File: src/rtl/seg_scan_mux.sv
// seg_scan_mux: scan-tick edge detect, blanked 4-digit anode ring and active-low BCD seven-segment drive
module seg_scan_mux #(
  parameter int BLANK_CYCLES = 4,
  parameter bit LZ_BLANK = 1'b1
) (
  input  logic        clk,
  input  logic        reset,
  input  logic        scan_clk,
  input  logic        enable,
  input  logic [15:0] digits,
  input  logic [3:0]  dp_mask,
  output logic [3:0]  an,
  output logic [6:0]  seg,
  output logic        dp,
  output logic [1:0]  digit_sel,
  output logic        scan_tick
);
  typedef enum logic {SHOW, BLANK} state_t;
  localparam logic [7:0] LAST = 8'(BLANK_CYCLES == 0 ? 0 : BLANK_CYCLES - 1);
  state_t      state;
  logic        prev;
  logic [1:0]  idx;
  logic [7:0]  cnt;
  logic        tick, sup, on, z3, z2, z1;
  logic [3:0]  nib;
  logic [6:0]  dec;
  // rising-edge detect, selected nibble, leading-zero test and segment decode
  always_comb begin
    tick = scan_clk & ~prev;
    on = enable && state == SHOW;
    nib = digits[{idx, 2'b00} +: 4];
    z3 = digits[15:12] == 4'h0;
    z2 = z3 && digits[11:8] == 4'h0;
    z1 = z2 && digits[7:4] == 4'h0;
    sup = LZ_BLANK && (idx == 2'd3 ? z3 : idx == 2'd2 ? z2 : idx == 2'd1 ? z1 : 1'b0);
    case (nib)
      4'd0: dec = 7'h40;
      4'd1: dec = 7'h79;
      4'd2: dec = 7'h24;
      4'd3: dec = 7'h30;
      4'd4: dec = 7'h19;
      4'd5: dec = 7'h12;
      4'd6: dec = 7'h02;
      4'd7: dec = 7'h78;
      4'd8: dec = 7'h00;
      4'd9: dec = 7'h10;
      default: dec = 7'h3F;
    endcase
  end
  // scan ring FSM with blanking gap; outputs register the pre-edge selection
  always_ff @(posedge clk) begin
    if (reset) begin
      prev <= scan_clk;
      idx <= 2'd0;
      state <= SHOW;
      cnt <= 8'd0;
      an <= 4'hF;
      seg <= 7'h7F;
      dp <= 1'b1;
      digit_sel <= 2'd0;
      scan_tick <= 1'b0;
    end else begin
      prev <= scan_clk;
      scan_tick <= tick;
      digit_sel <= idx;
      an <= on ? ~(4'b0001 << idx) : 4'hF;
      seg <= on && !sup ? dec : 7'h7F;
      dp <= on ? ~dp_mask[idx] : 1'b1;
      if (tick) begin
        idx <= idx + 2'd1;
        state <= BLANK_CYCLES == 0 ? SHOW : BLANK;
        cnt <= 8'd0;
      end else if (state == BLANK) begin
        cnt <= cnt + 8'd1;
        if (cnt == LAST) state <= SHOW;
      end
    end
  end
endmodule

File: config.mk
export PLATFORM = sky130hd
export DESIGN_NAME = seg_scan_mux
export DESIGN_NICKNAME = d
export VERILOG_FILES = /design/src/rtl/seg_scan_mux.sv
export SDC_FILE = /design/constraint.sdc
export NUM_CORES = 1
export LEC_CHECK = 0
export CAP_MARGIN = 20
export CORE_ASPECT_RATIO = 2
export CORE_MARGIN = 1
export CORE_UTILIZATION = 40
export CTS_BUF_LIST = sky130_fd_sc_hd__clkbuf_16
export DETAILED_ROUTE_END_ITERATION = 7
export DONT_BUFFER_PORTS = 1
export MAX_ROUTING_LAYER = met4
export PLACE_DENSITY = 0.58
export SLEW_MARGIN = 0
export SYNTH_ARGS = -nofsm -noshare
export SYNTH_HDL_FRONTEND = slang
export SYNTH_SLANG_ARGS = --single-unit
File: constraint.sdc
create_clock -name clk -period 2 [get_ports clk]
set_clock_uncertainty 0.2 [all_clocks]
set_input_delay 0.4 -clock clk [delete_from_list [all_inputs] [get_ports clk]]
set_output_delay 0.4 -clock clk [all_outputs]
set_load 0.05 [all_outputs]
# ---- After elaboration in Yosys (flattened, before gate mapping)
# Memory sizes are Yosys's and may differ from the RTL's. A register that Yosys moved wholly into a read port is not among the register bits.
# Cells that the tools add are included.
dict set report word_totals {
  regBits 20
  latch_bits 0
  wordCells 44
  out_inout_bits 15
  inputBits 24
  mem_bits_ro 112
  memories 1
  mem_bits_rw 0
}
dict set report op_classes {
  n_addsub 2
  magnitude_cmp 1
  reduce_logical 11
  div 0
  n_mul 0
  n_eq_ne 4
  shift 2
  mux 8
  bitwise_logic 7
}
# memory depth word_bits read_ports rd_clocked_by_memory_dff write_ports line_no
set memory_table {}
lappend memory_table {{(name not given)} 16 7 1 1 0 36} ;# case (nib)
# cell n
set op_table {}
lappend op_table {{$shiftx A16 B5 Y4} 1}
lappend op_table {{$logic_not A4 Y1} 3}
lappend op_table {{$add A8 B1 Y8 const B} 1}
lappend op_table {{$eq A8 B2 Y1 const B} 1}
lappend op_table {{$mux W1} 7}
lappend op_table {{$reduce_or A2 Y1} 3}
lappend op_table {{$not A1 Y1} 5}
lappend op_table {{$eq A2 B2 Y1 const B} 2}
lappend op_table {{$logic_and A1 B1 Y1} 4}
lappend op_table {{$not A4 Y4} 1}
lappend op_table {{$shl A1 B2 Y4 const A} 1}
lappend op_table {{$lt A2 B3 Y1 const B} 1}
lappend op_table {{$add A2 B1 Y2 const B} 1}
lappend op_table {{$bmux W1 S2} 1}
lappend op_table {{$eq A2 B1 Y1 const B} 1}
lappend op_table {{$and A1 B1 Y1} 1}
lappend op_table {{$logic_not A1 Y1} 1}

# ---- Longest topological paths before layout
# Gate-level depths: netlist of the first run.
dict set report logic_depth {
  depth_word 10
  ltp_mapped 7
  mapped_depth_nobuf 6
}

# ---- Worst setup path before layout of the first run
# OpenSTA, ideal clock, no wires.
dict set report synth_path {
  path_kind {flip-flop to flip-flop}
  startpoint {reg idx[0]}
  endpoint {reg seg[1]}
  required_ns 1.676
  path_buffers 1
  stages_incl_launch_ff 7
  period_less_slack_ns 1.980
  arrival_time_ns 1.656
  setup_ns 0.124
  setup_slack_ns 0.020
  path_cell_list {dfxtp_1 buf_6 mux4_1 inv_1 ha_1 o21ai_0 nand2_1}
}
dict set report synth_via {
  elab_chain_cells 8
  word_cells_on_any_way 11
  classes_between {eq/ne: 3; shift: 1; mux: 3; bitwise: 1; reduce/logical: 3}
}
# element line_no
set synth_lines {}
lappend synth_lines {{start, declared} 22} ;# logic [1:0] idx;
lappend synth_lines {{start signal, assigned} 70} ;# idx <= idx + 2'd1;
lappend synth_lines {{$eq A2 B1 Y1} 35} ;# sup = LZ_BLANK && (idx == 2'd3 ? z3 : idx == 2'd2 ? z2 : idx == 2'd1 ? z1 : 1'b0);
lappend synth_lines {{$mux W1 (3 in series)} 35}
lappend synth_lines {{$logic_not A1 Y1} 67} ;# seg <= on && !sup ? dec : 7'h7F;
lappend synth_lines {{$logic_and A1 B1 Y1} 67}
lappend synth_lines {{$not A1 Y1 (no source line)} n/a}
lappend synth_lines {{$reduce_or A2 Y1 (no source line)} n/a}
lappend synth_lines {{end, declared} 13} ;# output logic [6:0] seg,
# Several ways; a longest one is shown, not always the timed one.
# A chain may end at the register's enable or synchronous reset.

# ---- Final worst setup path of the first run
dict set report layout_path {
  startpoint {reg idx[0]}
  endpoint {reg seg[5]}
}
# Same word-level chain as after synthesis.

==> reports/results.ini, run 1 <==
[outcome]
run_status=complete, no violations

[worst_setup_path]
cp_data_arrival_time_ns=1.81
crit_family=compound AO/OA/AOI/OAI gates
slowest_stage=dfxtp_4
cp.buffers_inverters=1
critPathCaptureType=flop
startpoint_type=flop
path_class=flop to flop
cp_cell_sequence=buf_4, ha_1, a211o_2, a21oi_1, a22oi_1
required_ns=1.92
critPathMaxFanout=5
cpPeakStageDelay_ns=0.37

[clock_network]
clkSinkCount=27
clk_latency_ns=0.26
cts_tree=built
cts.clk_slew.worst_paths_ns=0.07
htreeDepth=1
cts-root-buf=clkbuf_16
post-cts-setup-buffers=0
clockBufferDepth=2
cts_buffers=3

[yosys]
syn_area_per_cell_um2=10.09
synth_cells=127
synth_warnings=0
synth_fp_nets=161
syn_area_um2=1281
synth-seq-cells=27
ys_types=35
ys_seq_area_share_pct=42.19

[drt]
drc_errors=0
vias=974
dr.pass1.iters=4
routed_wl_mm=2.616
wl_per_cell_um=15.30
viasPerCell=5.696
postRouteAntennaNets=0
drt_iter0_drc=17

[min_path]
worstHoldPathType=input pin to flop

[timing]
post-route-min-period_ns=1.888
setup_violations=0
hold_viol=0
worst_pin_slew_ns=0.4963
maxSlewHeadroom_pct=66.87
max_freq_ghz=0.5295
slew_viol_final=0
fin_crit_sh_pct=94.42
rsz0062_at_grt=false

[finish]
fin_nets=176
multi_input_area_um2=706.9
stdcell_count=171
fillers=275
area_growth_pct=17.58
regArea_um2=545.5
fin_util_pct=50.00
antenna_cells=0
drive_above_1_share_pct=22.70

[placed_design]
dp.final_hpwl_mm=2.171
routabilityCongestion=0.8991
dp.cells=165
port_buffers=0

[floorplan]
initial_core_util_pct=42.52
die_area_um2=3447
coreArea_um2=3013
die_h_um=82.04
pin_count=39
num_rows=28
die_w_um=42.02

[grt]
grt_usage_pct=16.86
first_global_vias=1066
overflow=0
antenna_found_initial=0
grt_max_degree=16
grt_pass1_wl_mm=4.195

[power_and_ir_drop]
power_per_cell_area_nw_per_um2=830.4
vdd_drop_max_mv=0.3453
p_leak_uw=0.0005900

[job]
drv_cap=0

## path summary, 6_finish.rpt
| check | startpoint | end | slack, ns | depth (start not counted) |
|---|---|---|---|---|
| min reg2reg | cnt[6] | cnt[6] | 0.32 | 2 |
| max reg2reg | idx[0] | seg[5] | 0.11 | 5 |
| min | reset | idx[0] | 0.007 | 1 |
| max | idx[0] | seg[5] | 0.11 | 5 |
## report_power, final
group	switching (µW)	total, µW	internal [µW]
combinational	86.6	177	90.0
clock	175	445	269
sequential	69.2	630	561
total	331	1250	920
## cells in the mapped netlist
cell / number / share of area (%)
dfxtp_1: 27 / 42
nor2_1: 15 / 4.4
nand2_1: 11 / 3.2
ha_1: 10 / 9.8
a21oi_1: 6 / 2.3
inv_1: 5 / 1.5
clkbuf_1: 4 / 1.2
o21ai_0: 4 / 1.6
mux4_2: 3 / 5.3
nand2b_1: 3 / 1.5
nand4_1: 3 / 1.5
nor4_1: 3 / 1.5
xnor2_1: 3 / 2.1
xor2_1: 3 / 2.1
mux2i_1: 2 / 1.6
mux4_1: 2 / 4.1
nor2b_1: 2 / 0.98
nor3_1: 2 / 0.78
o21ai_1: 2 / 0.78
or3_1: 2 / 0.98
a211o_2: 1 / 0.78
a211oi_1: 1 / 0.59
a211oi_4: 1 / 1.6
a21o_1: 1 / 0.59
a22oi_1: 1 / 0.59
a22oi_2: 1 / 0.98
a32oi_1: 1 / 0.68
and3_1: 1 / 0.49
buf_6: 1 / 0.88
nor3b_1: 1 / 0.59
o21a_1: 1 / 0.59
o41ai_1: 1 / 0.68
or2_0: 1 / 0.49
or3b_2: 1 / 0.68
or4b_2: 1 / 0.78
## worst reg2reg max path, stage by stage, from the launching register on
cell	delay [ns]
dfxtp_4	0.37
buf_4	0.15
ha_1	0.23
a211o_2	0.36
a21oi_1	0.29
a22oi_1	0.15
## cell type report
type                    count  share of cell area (%)
repair buffers             15                   7.807
clock inverters             1                  0.3322
clock buffers               3                   4.983
inverters                   5                   1.246
flip-flops and latches     27                   36.21
multi-input cells          90                   46.93
well taps                  30                   2.492
## state kept, by name, indices dropped and copies added, names as in the netlist
signal	cells
an	4
state	1
digit_sel	2
cnt	8
scan_tick	1
seg	7
prev	1
dp	1
idx	2
## metal layers
metal  vias up  part of all wire (%)  global-route usage (%)
li1        477                     -                       -
met1       462                    35                   13.39
met2        30                    58                   32.34
met3         5                   5.0                   3.516
met4         0                   2.4                   12.81
met5         -                     0                       -
## cell families after synthesis
logic type | count (synthesis) | share of synthesized area [%]
AOI/OAI and AO/OA | 21 | 11.72
muxes | 7 | 10.94
adders and majority gates | 10 | 9.766
xor gates and xnor gates | 6 | 4.102
DFF | 27 | 42.19
and+or+nand+nor | 46 | 17.77
buffers and inverters | 10 | 3.515
## placed cells by master, fill, tap and decap left out, types with 2 or more instances in the layout
cell	netlist	routed
nand2b_1	3	3
nor2b_1	2	2
xnor2_1	3	3
xor2_1	3	3
nand4_1	3	3
or3_1	2	2
mux2i_1	2	2
buf_4	0	13
clkbuf_16	0	3
nor4_1	3	3
o21ai_1	2	2
nor3_1	2	2
o21ai_0	4	4
a21oi_1	6	4
inv_1	5	4
a21oi_2	0	2
dfxtp_1	27	25
nand2_1	11	11
ha_1	10	10
dlygate4sd3_1	0	2
mux4_2	3	4
nor2_1	15	15
## metrics by stage
| step | hold WS (ns) | cell area (µm²) | total power (µW) | setup WS (ns) | setup TNS, ns |
|---|---|---|---|---|---|
| after floorplan | 0.2277 | 1281 | 756.4 | 0.01967 | 0 |
| after global placement | 0.2278 | 1390 | 804.4 | -0.008893 | -0.008893 |
| after detailed placement | 0.2279 | 1390 | 810.5 | -0.04337 | -0.1127 |
| after CTS | 0.006920 | 1493 | 1259 | 0.03883 | 0 |
| after global routing | 0.001581 | 1506 | 1304 | 0.02260 | 0 |
| final | 0.007399 | 1506 | 1251 | 0.1116 | 0 |
## repair_timing
item	CTS	global route
gates resized for setup	2	6
hold buffers	2	0
hold endpoints to repair	6	0
endpoints found under the setup margin	5	7
No activity file was read; power rests on OpenSTA's default activity.
==> run 2, diff against run 1 <==
--- a/config.mk
+++ b/config.mk
@@ -5,7 +5,6 @@
 export SDC_FILE = /design/constraint.sdc
 export NUM_CORES = 1
 export LEC_CHECK = 0
-export CAP_MARGIN = 20
 export CORE_ASPECT_RATIO = 2
 export CORE_MARGIN = 1
 export CORE_UTILIZATION = 40
@@ -14,6 +13,7 @@
 export DONT_BUFFER_PORTS = 1
 export MAX_ROUTING_LAYER = met4
 export PLACE_DENSITY = 0.58
+export SETUP_SLACK_MARGIN = 0.2
 export SLEW_MARGIN = 0
 export SYNTH_ARGS = -nofsm -noshare
 export SYNTH_HDL_FRONTEND = slang
==> constraint.sdc (replaced) <==
create_clock -name clk -period 2 [get_ports clk]
set_clock_uncertainty 0.2 [all_clocks]
set_input_delay 0.2 -clock clk [delete_from_list [all_inputs] [get_ports clk]]
set_output_delay 0.2 -clock clk [all_outputs]
set_load 0.05 [all_outputs]
==> reports/results.ini, run 2 (same netlist as run 1, synthesis figures left out) <==
[outcome]
run_status=complete, no violations

[floorplan]
die_area_um2=3447  ; unchanged
die_w_um=42.02  ; unchanged
die_h_um=82.04  ; unchanged
pin_count=39  ; unchanged
initial_core_util_pct=42.52  ; unchanged
num_rows=28  ; unchanged
coreArea_um2=3013  ; unchanged

[clock_network]
cts-root-buf=clkbuf_16
clk_latency_ns=0.26  ; about the same
clkSinkCount=27  ; unchanged
htreeDepth=1  ; unchanged
cts_tree=built
clockBufferDepth=2  ; unchanged
cts.clk_slew.worst_paths_ns=0.06  ; about the same
cts_buffers=3  ; unchanged

[drt]
dr.pass1.iters=4  ; unchanged
viasPerCell=5.644  ; -0.92%
postRouteAntennaNets=0  ; unchanged
vias=982  ; +0.82%
drt_iter0_drc=43  ; +26
wl_per_cell_um=15.66  ; +2.3%
drc_errors=0  ; unchanged
routed_wl_mm=2.724  ; +4.1%

[placed_design]
routabilityCongestion=0.9219  ; +2.5%
pre_cts_slack_ns=0.001861  ; +0.04523 ns
place_area_um2=1363  ; -2.0%
port_buffers=0  ; unchanged
dp.final_hpwl_mm=2.105  ; -3.0%

[finish]
final_area_um2=1607  ; +6.6%
fin_util_pct=53.32  ; +3.3 points
drive_above_1_share_pct=28.47  ; +5.8 points
largest_reg_flops=8  ; unchanged
fin_nets=179  ; +1.7%
final_cell_mix=dfxtp_1 (25), nor2_1 (14), buf_4 (13), nand2_1 (11), ha_1 (8)
antenna_cells=0  ; unchanged
final_common_cell=dfxtp_1
reg.largest.list=cnt x8, seg x7, an x4
area_growth_pct=25.39
largest-register=cnt

[timing]
rsz0062_at_grt=true
timing.final.ws_setup_ns=0.1027  ; -0.008832 ns
hold_viol=0  ; unchanged
setup_violations=0  ; unchanged
worst_pin_slew_ns=0.4985  ; +0.002161 ns
maxSlewHeadroom_pct=66.72  ; -0.14 points
tns_ns=0  ; unchanged
fin_crit_sh_pct=94.86  ; +0.44 points
slew_viol_final=0  ; unchanged
post-route-min-period_ns=1.897  ; +0.008832 ns
max_freq_ghz=0.5271  ; -0.47%

[power_and_ir_drop]
power.total_uw=1278  ; +2.1%
vdd_drop_max_mv=0.4108  ; +19%
power_per_cell_area_nw_per_um2=795.4  ; -4.2%
p_leak_uw=0.0006164  ; +4.5%

[grt]
grtUsageMet2_pct=33.75  ; +1.4 points
met1_usage_pct=14.64  ; +1.2 points
overflow=0  ; unchanged
use_met3_pct=3.516  ; unchanged
grt_max_degree=16  ; unchanged
antenna_found_initial=0  ; unchanged
grt.busiest_layer=met2
first_global_vias=1036  ; -2.8%
grt_pass1_wl_mm=4.409  ; +5.1%
grt_usage_pct=17.19  ; +0.33 points

[worst_setup_path]
path_class=flop to flop
critPathCaptureType=flop
slowest_stage=mux4_2
cpPeakStageDelay_ns=0.58  ; +0.21 ns
required_ns=1.94  ; +0.02 ns
cp.buffers_inverters=1  ; unchanged
critPathMaxFanout=7  ; +2
r2r_slack_ns=0.10  ; about the same
cp_data_arrival_time_ns=1.83  ; +0.02 ns
cp_cell_sequence=mux4_2, inv_2, ha_4, o21ai_1, nand2_1
crit_family=multiplexers
startpoint_type=flop

[min_path]
worstHoldPathType=input pin to flop

[job]
drv_cap=0  ; unchanged

==> run 2: changes by cell type in the layout (fill, tap and decap cells not counted), moves of 2 or more <==
cell,delta
ha_1,-2
ha_4,+2
o21ai_1,+2
buf_6,+2
o21ai_0,-2
==> run 2: final timing paths <==
path / startpoint / endpoint / cells past startpoint
worst max register to register: idx[0] / seg[1] / 5
worst min-delay path: scan_clk / scan_tick / 2
worst min register to register: cnt[6] / cnt[6] / 2
worst max-delay path: idx[0] / seg[1] / 5
==> run 2: metrics by stage <==
stage	std cells	hold slack, ns
after floorplan	127	0.02772
after global placement	160	0.02780
after detailed placement	160	0.02784
after CTS	171	0.04068
after global routing	174	0.04499
final	174	0.03951
==> run 2: final cells by class <==
class | instances | area, µm²
Timing Repair Buffer | 18 | 160.2
Clock buffer | 3 | 75.07
Fill cell | 263 | 1406
Clock inverter | 1 | 5.005
Inverter | 5 | 21.27
Tap cell | 30 | 37.54
Multi-Input combinational cell | 90 | 762.0
Sequential cell | 27 | 545.5
==> run 2: layer usage <==
layer | wire length, µm | up-vias | part of all wire [%]
li1 | - | 478 | -
met5 | 0 | - | 0
met3 | 160 | 8 | 5.9
met1 | 912 | 457 | 33
met2 | 1583 | 39 | 58
met4 | 68 | 0 | 2.5
==> run 2: what timing repair did <==
| action | CTS | global route |
|---|---|---|
| gates resized for setup | 11 | 8 |
| hold buffers | 2 | 0 |
| setup endpoints to repair | 8 | 8 |
| pin swaps | 2 | 4 |
| setup buffers | 5 | 3 |
| endpoints found under the hold margin | 10 | 0 |
==> run 2: power breakdown <==
| group | total (µW) | internal, µW | switching [µW] |
|---|---|---|---|
| registers | 629 | 561 | 68.8 |
| logic | 214 | 111 | 104 |
| clock network | 434 | 269 | 165 |
| total | 1280 | 940 | 338 |
==> run 3, diff against run 2 <==
--- a/config.mk
+++ b/config.mk
@@ -12,7 +12,6 @@
 export DETAILED_ROUTE_END_ITERATION = 7
 export DONT_BUFFER_PORTS = 1
 export MAX_ROUTING_LAYER = met4
-export PLACE_DENSITY = 0.58
 export SETUP_SLACK_MARGIN = 0.2
 export SLEW_MARGIN = 0
 export SYNTH_ARGS = -nofsm -noshare
==> reports/results.ini, run 3 (same netlist as run 1, synthesis figures left out) <==
[clock_network]
cts.clk_slew.worst_paths_ns=0.06  ; about the same
cts-root-buf=clkbuf_16
cts_buffers=3  ; unchanged
clkSinkCount=27  ; unchanged
clk_latency_ns=0.26  ; about the same
clockBufferDepth=2  ; unchanged
htreeDepth=1  ; unchanged
cts_tree=built

[min_path]
worstHoldStart=dp_mask[3]
worstHoldPathType=input pin to flop

[grt]
grt_max_degree=16  ; unchanged
antenna_found_initial=0  ; unchanged
overflow=0  ; unchanged
first_global_vias=999  ; -3.6%
grt_pass1_wl_mm=4.077  ; -7.5%
grt_usage_pct=16.18  ; -1.0 points

[worst_setup_path]
startpoint_type=flop
critPathMaxFanout=8  ; +1
cp_data_arrival_time_ns=1.81  ; -0.02 ns
regToRegStartpoint=idx[0]
required_ns=1.93  ; about the same
path_class=flop to flop
critPathCaptureType=flop
crit_path_start=idx[0]

[finish]
largest-register=cnt
final_cell_mix=dfxtp_1 (24), nor2_1 (15), buf_4 (13), nand2_1 (11), ha_1 (10)
drive_above_1_share_pct=23.40  ; -5.1 points
reg.largest.list=cnt x8, seg x7, an x4
fin_nets=176  ; -1.7%
area_growth_pct=17.68
largest_reg_flops=8  ; unchanged
antenna_cells=0  ; unchanged
final_common_cell=dfxtp_1
final_area_um2=1508  ; -6.2%

[drt]
viasPerCell=5.637  ; -0.11%
drt_iter0_drc=22  ; -49%
postRouteAntennaNets=0  ; unchanged
routed_wl_mm=2.445  ; -10%
dr.pass1.iters=4  ; unchanged
wl_per_cell_um=14.30  ; -8.7%
drc_errors=0  ; unchanged
vias=964  ; -1.8%

[floorplan]
pin_count=39  ; unchanged
die_w_um=42.02  ; unchanged
die_area_um2=3447  ; unchanged
initial_core_util_pct=42.52  ; unchanged
coreArea_um2=3013  ; unchanged
num_rows=28  ; unchanged
die_h_um=82.04  ; unchanged

[placed_design]
routabilityCongestion=0.8996  ; -2.4%
place_area_um2=1358  ; -0.37%
dp.final_hpwl_mm=1.970  ; -6.4%
port_buffers=0  ; unchanged
pre_cts_slack_ns=0.03882  ; +0.03696 ns

[job]
drv_cap=0  ; unchanged

[timing]
tns_ns=0  ; unchanged
timing.final.ws_setup_ns=0.1206  ; +0.01788 ns
setup_violations=0  ; unchanged
worst_pin_slew_ns=0.4954  ; -0.003088 ns
max_freq_ghz=0.5321  ; +0.95%
post-route-min-period_ns=1.879  ; -0.01788 ns
slew_viol_final=0  ; unchanged
hold_viol=0  ; unchanged
fin_crit_sh_pct=93.97  ; -0.89 points
maxSlewHeadroom_pct=66.93  ; +0.21 points
rsz0062_at_grt=true

[power_and_ir_drop]
power_per_cell_area_nw_per_um2=821.3  ; +3.3%
p_leak_uw=0.0005918  ; -4.0%
vdd_drop_max_mv=0.5224  ; +27%
switching_power_uw=321.4  ; -4.8%
swShare_pct=25.96  ; -0.48 points
power_frac_comb_pct=13.8  ; -3.0 points
pwr-share-clk_pct=35.3  ; +1.3 points
p_int_uw=916.8  ; -2.5%
seq_power_share_pct=50.9  ; +1.6 points

[outcome]
run_status=complete, no violations

==> run 3: final timing paths <==
path | to | slack [ns] | depth (start not counted)
hold / removal | dp | 0.04 | 2
setup / recovery | seg[1] | 0.12 | 5
setup reg to reg | seg[1] | 0.12 | 5
hold reg to reg | cnt[6] | 0.32 | 2
==> run 3: per-layer routing <==
metal	vias to the layer above	part of all wire (%)	track usage, %
li1	472	-	-
met1	454	36	15.75
met2	34	56	29.53
met3	4	5.5	3.516
met4	0	2.1	8.438
met5	-	0	-
==> run 3: power groups by stage <==
| stage | combinational, µW | clock [µW] | sequential [µW] |
|---|---|---|---|
| 2_1_floorplan | 123 | 0 | 636 |
| 3_3_place_gp | 149 | 0 | 644 |
| 3_5_place_dp | 151 | 0 | 644 |
| 4_1_cts | 166 | 453 | 631 |
| 5_1_grt | 189 | 472 | 633 |
| 6_report | 170 | 437 | 630 |
==> run 3: metrics by stage <==
step	hold slack (ns)	util [%]	power [µW]	cells
global route	0.05216	50.04	1294	171
detailed placement	0.02783	45.06	795.0	161
finish	0.04026	50.04	1238	171
global placement	0.02781	45.06	792.5	161
floorplan	0.02772	-	758.5	127
CTS	0.03856	49.54	1251	170
==> run 3: timing repair <==
action                                 CTS  global route
setup endpoints to repair                8             8
pin swaps                                1             2
resized for setup                        4             2
endpoints found under the hold margin    9             0
buffers inserted                         3             1
hold buffers                             2             0
==> run 3: critical path: stages (launching register included) <==
cell	delay, ns
dfxtp_4	0.41
mux4_2	0.58
inv_2	0.10
ha_1	0.24
o21ai_0	0.16
nand2_1	0.06
==> run 3: cell type report <==
class / count / area [µm²]
inverter: 5 / 18.77
clock buffer: 3 / 75.07
clock inverter: 1 / 5.005
timing repair buffer: 15 / 117.6
sequential: 27 / 546.8
fill: 284 / 1505
multi-input combinational: 90 / 706.9
tap: 30 / 37.54
